`config.mk`:
```
export PLATFORM = sky130hd
export DESIGN_NAME = bp_pred_queue
export DESIGN_NICKNAME = d
export VERILOG_FILES = /design/src/rtl/bp_pred_queue_pkg.sv /design/src/rtl/bp_final_select.sv /design/src/rtl/bp_pred_queue.sv
export SDC_FILE = /design/constraint.sdc
export NUM_CORES = 1
export LEC_CHECK = 0
export CAP_MARGIN = 25
export CELL_PAD_IN_SITES_DETAIL_PLACEMENT = 1
export CELL_PAD_IN_SITES_GLOBAL_PLACEMENT = 2
export CORE_MARGIN = 3
export CORE_UTILIZATION = 39
export DETAILED_ROUTE_END_ITERATION = 7
export HOLD_SLACK_MARGIN = 0.08
export PLACE_DENSITY_LB_ADDON = 0.1
export SYNTH_ARGS = -nofsm -noshare
export SYNTH_HDL_FRONTEND = slang
export SYNTH_HIERARCHICAL = 1
export SYNTH_SLANG_ARGS = --single-unit
```
`constraint.sdc`:
```
create_clock -name clk_i -period 4.4 [get_ports clk_i]
set_input_delay 0.88 -clock clk_i [delete_from_list [all_inputs] [get_ports clk_i]]
set_output_delay 0.88 -clock clk_i [all_outputs]
set_load 0.02 [all_outputs]
```
`src/rtl/bp_pred_queue_pkg.sv`:
```
// Shared branch-prediction types: core configuration, per-slot prediction
// record, and the rule for which PC bits identify a fetch block.
package bp_pred_queue_pkg;

  typedef struct packed {
    int unsigned VLEN;
    int unsigned INSTR_PER_FETCH;
    bit          RVC;
  } cva6_cfg_t;

  localparam cva6_cfg_t cva6_cfg_empty = '{VLEN: 32, INSTR_PER_FETCH: 2, RVC: 1'b1};

  typedef struct packed {
    logic valid;
    logic taken;
  } bht_pred_t;

  // Compressed instructions shrink the per-instruction address step to 2 bytes.
  function automatic int unsigned fetch_offset(input cva6_cfg_t cfg);
    return cfg.RVC ? 1 : 2;
  endfunction

  function automatic int unsigned block_lsb(input cva6_cfg_t cfg);
    return $clog2(cfg.INSTR_PER_FETCH) + fetch_offset(cfg);
  endfunction

endpackage

```
`src/rtl/bp_final_select.sv`:
```
// Per-slot chooser mux: the selected predictor wins unless it has no
// prediction, in which case the other one is used.
module bp_final_select
  import bp_pred_queue_pkg::*;
#(
  parameter type bht_prediction_t = bht_pred_t
) (
  input  bht_prediction_t gbp,
  input  bht_prediction_t lbp,
  input  logic            sel,
  output bht_prediction_t pred
);

  bht_prediction_t chosen;
  bht_prediction_t other;

  assign chosen = sel ? gbp : lbp;
  assign other  = sel ? lbp : gbp;

  always_comb begin
    pred = '0;
    if (chosen.valid) begin
      pred = chosen;
    end else if (other.valid) begin
      pred = other;
    end
  end

endmodule

```
`src/rtl/bp_pred_queue.sv`:
```
// In-flight prediction queue: records both predictor results per fetch block
// and replays them, oldest first, when the block resolves.
module bp_pred_queue
  import bp_pred_queue_pkg::*;
#(
  parameter cva6_cfg_t   CVA6Cfg          = cva6_cfg_empty,
  parameter type         bht_prediction_t = bht_pred_t,
  parameter int unsigned DEPTH            = 8
) (
  input  logic                                          clk_i,
  input  logic                                          rst_i,
  input  logic                                          flush_i,
  input  logic                                          push_valid_i,
  output logic                                          push_ready_o,
  input  logic            [CVA6Cfg.VLEN-1:0]            push_pc_i,
  input  bht_prediction_t [CVA6Cfg.INSTR_PER_FETCH-1:0] gbp_pred_i,
  input  bht_prediction_t [CVA6Cfg.INSTR_PER_FETCH-1:0] lbp_pred_i,
  input  logic            [CVA6Cfg.INSTR_PER_FETCH-1:0] select_i,
  output bht_prediction_t [CVA6Cfg.INSTR_PER_FETCH-1:0] final_pred_o,
  input  logic                                          resolve_valid_i,
  input  logic            [CVA6Cfg.VLEN-1:0]            resolve_pc_i,
  output logic                                          update_valid_o,
  output logic            [CVA6Cfg.VLEN-1:0]            update_pc_o,
  output bht_prediction_t [CVA6Cfg.INSTR_PER_FETCH-1:0] update_gbp_pred_o,
  output bht_prediction_t [CVA6Cfg.INSTR_PER_FETCH-1:0] update_lbp_pred_o,
  output logic                                          update_mismatch_o,
  output logic            [$clog2(DEPTH):0]             count_o
);

  localparam int unsigned VLEN    = CVA6Cfg.VLEN;
  localparam int unsigned IPF     = CVA6Cfg.INSTR_PER_FETCH;
  localparam int unsigned PTR_W   = $clog2(DEPTH);
  localparam int unsigned CNT_W   = PTR_W + 1;
  localparam int unsigned BLK_LSB = block_lsb(CVA6Cfg);

  typedef struct packed {
    logic            [VLEN-1:0] pc;
    bht_prediction_t [IPF-1:0]  gbp;
    bht_prediction_t [IPF-1:0]  lbp;
  } entry_t;

  // Offset bits within a fetch block are ignored.
  function automatic logic block_differs(input logic [VLEN-1:0] a, input logic [VLEN-1:0] b);
    return ((a ^ b) >> BLK_LSB) != '0;
  endfunction

  for (genvar i = 0; i < IPF; i++) begin : g_sel
    bp_final_select #(
      .bht_prediction_t(bht_prediction_t)
    ) u_final_select (
      .gbp (gbp_pred_i[i]),
      .lbp (lbp_pred_i[i]),
      .sel (select_i[i]),
      .pred(final_pred_o[i])
    );
  end

  entry_t           mem [DEPTH];
  entry_t           head_entry;
  logic [PTR_W-1:0] head;
  logic [PTR_W-1:0] tail;
  logic [CNT_W-1:0] count;
  logic             pop;
  logic             push;

  assign head_entry   = mem[head];
  assign pop          = resolve_valid_i & (count != '0);
  assign push_ready_o = (count < CNT_W'(DEPTH)) | pop;
  assign push         = push_valid_i & push_ready_o;
  assign count_o      = count;

  // Stage p0: entry storage and queue pointers
  always_ff @(posedge clk_i) begin
    if (push & ~flush_i) begin
      mem[tail] <= '{pc: push_pc_i, gbp: gbp_pred_i, lbp: lbp_pred_i};
    end
  end

  always_ff @(posedge clk_i) begin
    if (rst_i) begin
      head  <= '0;
      tail  <= '0;
      count <= '0;
    end else if (flush_i) begin
      head  <= '0;
      tail  <= '0;
      count <= '0;
    end else begin
      head  <= head + PTR_W'(pop);
      tail  <= tail + PTR_W'(push);
      count <= count + CNT_W'(push) - CNT_W'(pop);
    end
  end

  // Stage p1: registered update record for the chooser training path
  logic                      vld_p1;
  logic                      mismatch_p1;
  logic [VLEN-1:0]           pc_p1;
  bht_prediction_t [IPF-1:0] gbp_p1;
  bht_prediction_t [IPF-1:0] lbp_p1;

  always_ff @(posedge clk_i) begin
    if (rst_i) begin
      vld_p1      <= 1'b0;
      mismatch_p1 <= 1'b0;
      pc_p1       <= '0;
      gbp_p1      <= '0;
      lbp_p1      <= '0;
    end else begin
      vld_p1      <= pop;
      // A resolve against an empty queue is reported as a mismatch.
      mismatch_p1 <= resolve_valid_i & (~pop | block_differs(head_entry.pc, resolve_pc_i));
      pc_p1       <= pop ? resolve_pc_i : '0;
      gbp_p1      <= pop ? head_entry.gbp : '0;
      lbp_p1      <= pop ? head_entry.lbp : '0;
    end
  end

  assign update_valid_o    = vld_p1;
  assign update_mismatch_o = mismatch_p1;
  assign update_pc_o       = pc_p1;
  assign update_gbp_pred_o = gbp_p1;
  assign update_lbp_pred_o = lbp_p1;

endmodule
```
[Word level (Yosys, flattened, before mapping)]
Memory sizes are Yosys's and may differ from the RTL's. A register that Yosys moved wholly into a read port is not among the register bits.
Cells that the tools add are included.
Cells by class
  reductions and logical operators: 4
  $add $sub $neg: 4
  magnitude comparators: 1
  multiplexer cells: 11
  bitwise logic cells: 9
Operators with widths (count)
  $reduce_bool A32 Y1: 1
  $xor A32 B32 Y32: 1
  $mux W2: 8
  $add A3 B1 Y3: 2
  $add A4 B1 Y4: 1
  $and A1 B1 Y1: 4
  $lt A4 B4 Y1 const B: 1
  $reduce_bool A4 Y1: 1
  $reduce_or A2 Y1: 2
  $sub A4 B1 Y4: 1
  $mux W3: 1
  $mux W1: 2
  $not A1 Y1: 2
  $or A1 B1 Y1: 2
Word-level totals
  input port bits: 79
  logic and storage cells: 44
  memories: 1
  bits in writable memories: 320
  output and inout bits: 51
  bits in registers: 52
Memories
  mem: depth 8, width 40, rd ports 1, clocked after Yosys merged registers in 1, wr ports 1, RTL line bp_pred_queue.sv:58  | entry_t mem [DEPTH];

[Longest topological paths before layout]
  depth after elaboration: 7
  mapped depth: 13
  depth with buffers taken out: 13

[Cells and area by module]
The synthesis kept the hierarchy.
Modules (own cells, without submodules)
  bp_pred_queue: area an instance 13544.2 um^2, seq. area each 10169.8 um^2, times used 1, cells an instance 691
  bp_final_select: area an instance 41.3 um^2, seq. area each 0.0 um^2, times used 2, cells an instance 6

[Worst setup path before layout]
OpenSTA, ideal clock, no wires.
  kind: register -> register
  from: register count[2], in the netlist count_o[2]
  to: memory mem[0][0] in the netlist's numbering (enable)
  required time: 3.919 ns
  period minus slack after synthesis: 4.714 ns
  stages on the path, launching flop included: 9
  arrival time: 4.233 ns
  path slack: -0.314 ns
  buffers on the path: 0
  library setup time: 0.481 ns
  cell sequence: dfxtp_1 -> inv_1 -> ha_1 -> or3b_2 -> nand2_1 -> nand2_1 -> nand2_1 -> or3_1 -> nor3_1
On the way
  word-level cells in the longest chain between the ends: 7
  elaborated cells on any way between the ends: 8
  those cells by class: 1 x order compare; 2 x mux; 4 x bitwise; 1 x reduce/logical
Ends and longest elaborated chain
  start: declaration: RTL line bp_pred_queue.sv:62  | logic [CNT_W-1:0] count;
  start signal: assignment: RTL line bp_pred_queue.sv:91  | count <= count + CNT_W'(push) - CNT_W'(pop);
  parallel branches: the longest is 2 deep, another holds $lt A4 B4 Y1
  $or A1 B1 Y1 *: RTL line bp_pred_queue.sv:68  | assign push_ready_o = (count < CNT_W'(DEPTH)) | pop;
  named net push_ready_o: RTL line bp_pred_queue.sv:14  | output logic push_ready_o,
  $and A1 B1 Y1 *: RTL line bp_pred_queue.sv:69  | assign push = push_valid_i & push_ready_o;
  $and A1 B1 Y1 *: RTL line bp_pred_queue.sv:74  | if (push & ~flush_i) begin
  $mux W1 *: RTL line bp_pred_queue.sv:74
  $mux W1 (not written as such) *: RTL line bp_pred_queue.sv:75  | mem[tail] <= '{pc: push_pc_i, gbp: gbp_pred_i, lbp: lbp_pred_i};
  end: declaration: RTL line bp_pred_queue.sv:58
Mark *: on every way through the listed nets, which the timed path passes.

==> qor.yml <==
run_status:
  outcome: "finished, final reports clean"
route:
  drc: 0
  post_drt_via_cell_ratio: 5.19
  wl_microns: 31700
  route.detailed.wl_per_inst_microns: 23.7
  dr.pass1.iters: 4
  vias: 6950
  ant_nets: 0
  detailedRoute.firstIterationViolations: 444
synthesis:
  synth.distinct_cells: 35
  seq_area_frac_synth_pct: 74.6
  syn_area_per_cell_sq_um: 19.4
  syn-cell-area_sq_um: 13600
  synth_warnings: 6
  ys_ff_latch: 356
  mappedNetlistNets: 792
  syn_inst: 703
worst_hold_path:
  timing.hold.worst_endpoint: "tail[0]"
  min_delay_path_depth: 2
  holdCritStartpoint: "tail[0]"
  min-delay-path-class: "register to register"
place:
  port_buffers: 127
  place.gp.congestion: 0.695
  placedInstanceArea_sq_um: 15500
  place.detailed.hpwl_microns: 18200
  placedCellCount: 1267
  post_placement_setup_slack_ns: 1.00
grt:
  number_of_antenna_violations_at_the_first_check_in_global_routing: 3
  grt_overflow_total: 0
  grt_pass1_wl_microns: 47200
  via_count_of_the_first_global_routing_pass: 7661
  maximum_number_of_pins_on_one_net_before_global_route_repair: 44
  combined_global_route_utilization_of_all_metal_layers_pct: 17.3
floorplanning:
  starting_density_of_the_core_pct: 40.1
  fp.dieH_microns: 193
  die_area_sq_um: 37200
  io_pins: 130
  die_extent_in_x_microns: 193
  rows: 67
  core-area_sq_um: 34000
cells_and_area:
  stdcell_area_sq_um: 16700
  diodes: 0
  synthToLayoutAreaGrowth_pct: 22.6
  layout_commonest_cell: "sky130_fd_sc_hd__edfxtp_1"
  final_net_count: 950
  share_of_layout_cells_above_drive_strength_1_pct: 14.2
  number_of_non_filler_instances_in_the_completed_layout: 1340
  layout.cells.most_common_list: "sky130_fd_sc_hd__edfxtp_1 (304), sky130_fd_sc_hd__clkdlybuf4s50_1 (127), sky130_fd_sc_hd__mux2i_1 (64)"
sta:
  final.setup.tns_ns: 0
  slew-limit-headroom_pct: 30.4
  worst_pin_slew_ns: 1.04
  grt_setup_unrepaired: "false"
  setup_viol: 0
  hold_violations: 0
  final.min_clock_period_ns: 3.38
  timing.fmax_mhz: 296
  layout_worst_path_cycle_share_pct: 76.8
  holdWs_ns: 0.629
  final-max-slew-violation-count: 0
  worst_slack_ns: 1.02
  fin_skew_ns: 0.0150
cts:
  clock_path_buffers: 3
  cts.sink_count: 356
  cts_hold_buf: 0
  cts-htree-levels: 2
  cts_buf_count: 40
  clkSlewWorstSetupHoldPaths_ns: 0.05
  post_cts_buffers: 0
  cts_root_buffer: "sky130_fd_sc_hd__clkbuf_16"
  tritoncts: "yes"
  cts_resized: 0
  worst_skew_pair.late_latency_ns: 0.52
setup_path:
  cp_top_family: "buffers and inverters"
  cp_slowest_stage_delay_ns: 0.63
  reg2reg_setup_slack_ns: 1.38
  startpoint_type: "input pin"
  cp_num_buf_inv: 2
  rr_worst_depth: 6
  worstPathCellList: "clkdlybuf4s50_1 -> and2b_2 -> o22ai_2 -> clkdlybuf4s50_1"
  path_max_fanout: 11
  path_common_cell: "sky130_fd_sc_hd__clkdlybuf4s50_1"
  worstPathArrival_ns: 2.50
  r2r_start: "head[0]"
  worstSetupEndpointType: "output pin"
  cell_with_the_biggest_individual_delay_on_the_critical_path: "sky130_fd_sc_hd__clkdlybuf4s50_1"
  crit_path_required_time_ns: 3.52
  worstSetupPathType: "input pin to output pin"
  reg2reg_to: "update_mismatch_o"
power:
  power.leakage_nw: 5.26
  ir_worst_vdd_uv: 307
  pwr_density_cell_nw_per_um2: 442
run:
  cap_viol_max_count: 0
metal layers:
| metal | share of wire (%) | vias up | routed length [microns] | track usage (%) |
|---|---|---|---|---|
| met5 | 0.12 | - | 38 | 0 |
| met4 | 1.8 | 6 | 586 | 4.31 |
| met3 | 4.3 | 45 | 1370 | 3.32 |
| met2 | 49 | 164 | 15600 | 28.7 |
| met1 | 44 | 3641 | 14100 | 23.6 |
| li1 | - | 3094 | - | - |
cell usage after synthesis:
master / number / area (sq um)
sky130_fd_sc_hd__clkbuf_1: 6 / 22.5
sky130_fd_sc_hd__nor2b_1: 27 / 169
sky130_fd_sc_hd__nand2b_1: 4 / 25.0
sky130_fd_sc_hd__buf_12: 3 / 60.1
sky130_fd_sc_hd__xnor2_1: 30 / 263
sky130_fd_sc_hd__or2_2: 2 / 12.5
sky130_fd_sc_hd__nor4_2: 1 / 12.5
sky130_fd_sc_hd__nand3_1: 1 / 5.00
sky130_fd_sc_hd__nor2_1: 16 / 60.1
sky130_fd_sc_hd__or3b_2: 1 / 8.76
sky130_fd_sc_hd__o22ai_2: 2 / 25.0
sky130_fd_sc_hd__nor2_2: 1 / 6.26
sky130_fd_sc_hd__mux4_1: 12 / 315
sky130_fd_sc_hd__a221oi_1: 26 / 228
sky130_fd_sc_hd__a21o_1: 1 / 7.51
sky130_fd_sc_hd__mux2i_1: 64 / 641
sky130_fd_sc_hd__dfxtp_1: 52 / 1040
sky130_fd_sc_hd__edfxtp_1: 304 / 9130
sky130_fd_sc_hd__mux4_2: 38 / 856
sky130_fd_sc_hd__a21oi_1: 2 / 10.0
sky130_fd_sc_hd__fa_1: 1 / 20.0
sky130_fd_sc_hd__nand4_1: 7 / 43.8
sky130_fd_sc_hd__nor3_1: 6 / 30.0
sky130_fd_sc_hd__or3_1: 1 / 6.26
sky130_fd_sc_hd__nor4_1: 1 / 6.26
sky130_fd_sc_hd__buf_4: 10 / 75.1
sky130_fd_sc_hd__nand2_1: 9 / 33.8
sky130_fd_sc_hd__buf_2: 8 / 40.0
sky130_fd_sc_hd__buf_6: 2 / 22.5
sky130_fd_sc_hd__buf_1: 2 / 7.51
sky130_fd_sc_hd__inv_1: 8 / 30.0
sky130_fd_sc_hd__ha_1: 9 / 113
sky130_fd_sc_hd__and2b_2: 2 / 17.5
sky130_fd_sc_hd__xor2_1: 4 / 35.0
sky130_fd_sc_hd__and2_1: 40 / 250
worst max-delay path by stage:
| stage | start | to | slack [ns] | depth (start not counted) |
|---|---|---|---|---|
| floorplan | count_o[2] | mem[2][0] | 0.72 | 8 |
| global placement | lbp_pred_i[3] | final_pred_o[2] | 1.05 | 4 |
| detailed placement | lbp_pred_i[3] | final_pred_o[2] | 1.00 | 4 |
| CTS | lbp_pred_i[3] | final_pred_o[2] | 1.01 | 4 |
| global route | lbp_pred_i[3] | final_pred_o[2] | 0.93 | 4 |
| finish | lbp_pred_i[1] | final_pred_o[0] | 1.02 | 4 |
cells by family after synthesis:
family,after synthesis,synth area share (%)
flops,356,74.6
compound gates,31,1.98
xor+xnor,34,2.19
buf+inv,39,1.89
mux,114,13.3
fa+ha+maj,10,0.973
simple gates,119,5.04
cell type report:
class / count / area, sq um
fillers: 3128 / 17200
repair buffers: 147 / 1470
flip-flops and latches: 356 / 10200
inverters: 8 / 30.0
clock buffers: 48 / 1050
well taps: 448 / 561
clock inverters: 25 / 141
multi-input cells: 308 / 3270
registers in the layout (all words and copies together) (netlist names):
| signal | cells |
|---|---|
| count_o | 4 |
| update_pc_o | 32 |
| tail | 3 |
| head | 3 |
| mem | 304 |
| update_gbp_pred_o | 4 |
| update_mismatch_o | 1 |
| update_lbp_pred_o | 4 |
| update_valid_o | 1 |
power breakdown:
| group | internal, mW | switching, mW | total (mW) |
|---|---|---|---|
| Sequential | 3.73 | 0.0346 | 3.77 |
| Combinational | 0.281 | 0.308 | 0.588 |
| Clock | 1.76 | 1.26 | 3.02 |
| Total | 5.77 | 1.61 | 7.38 |
through the flow:
stage | util [%] | power [mW]
6_report | 49.2 | 7.38
5_1_grt | 49.2 | 7.67
4_1_cts | 49.2 | 7.49
3_5_place_dp | 45.7 | 4.44
3_3_place_gp | 45.7 | 4.42
2_1_floorplan | - | 4.15
tightest hold or removal path: cells and delay by family, from the launching register on:
family	cells	cell delay (ns)
AND/OR/NAND/NOR	1	0.10
flip-flops	1	0.36
adder cells (fa/ha/maj)	1	0.14
Note: power is estimated with default switching activity, not from simulation.
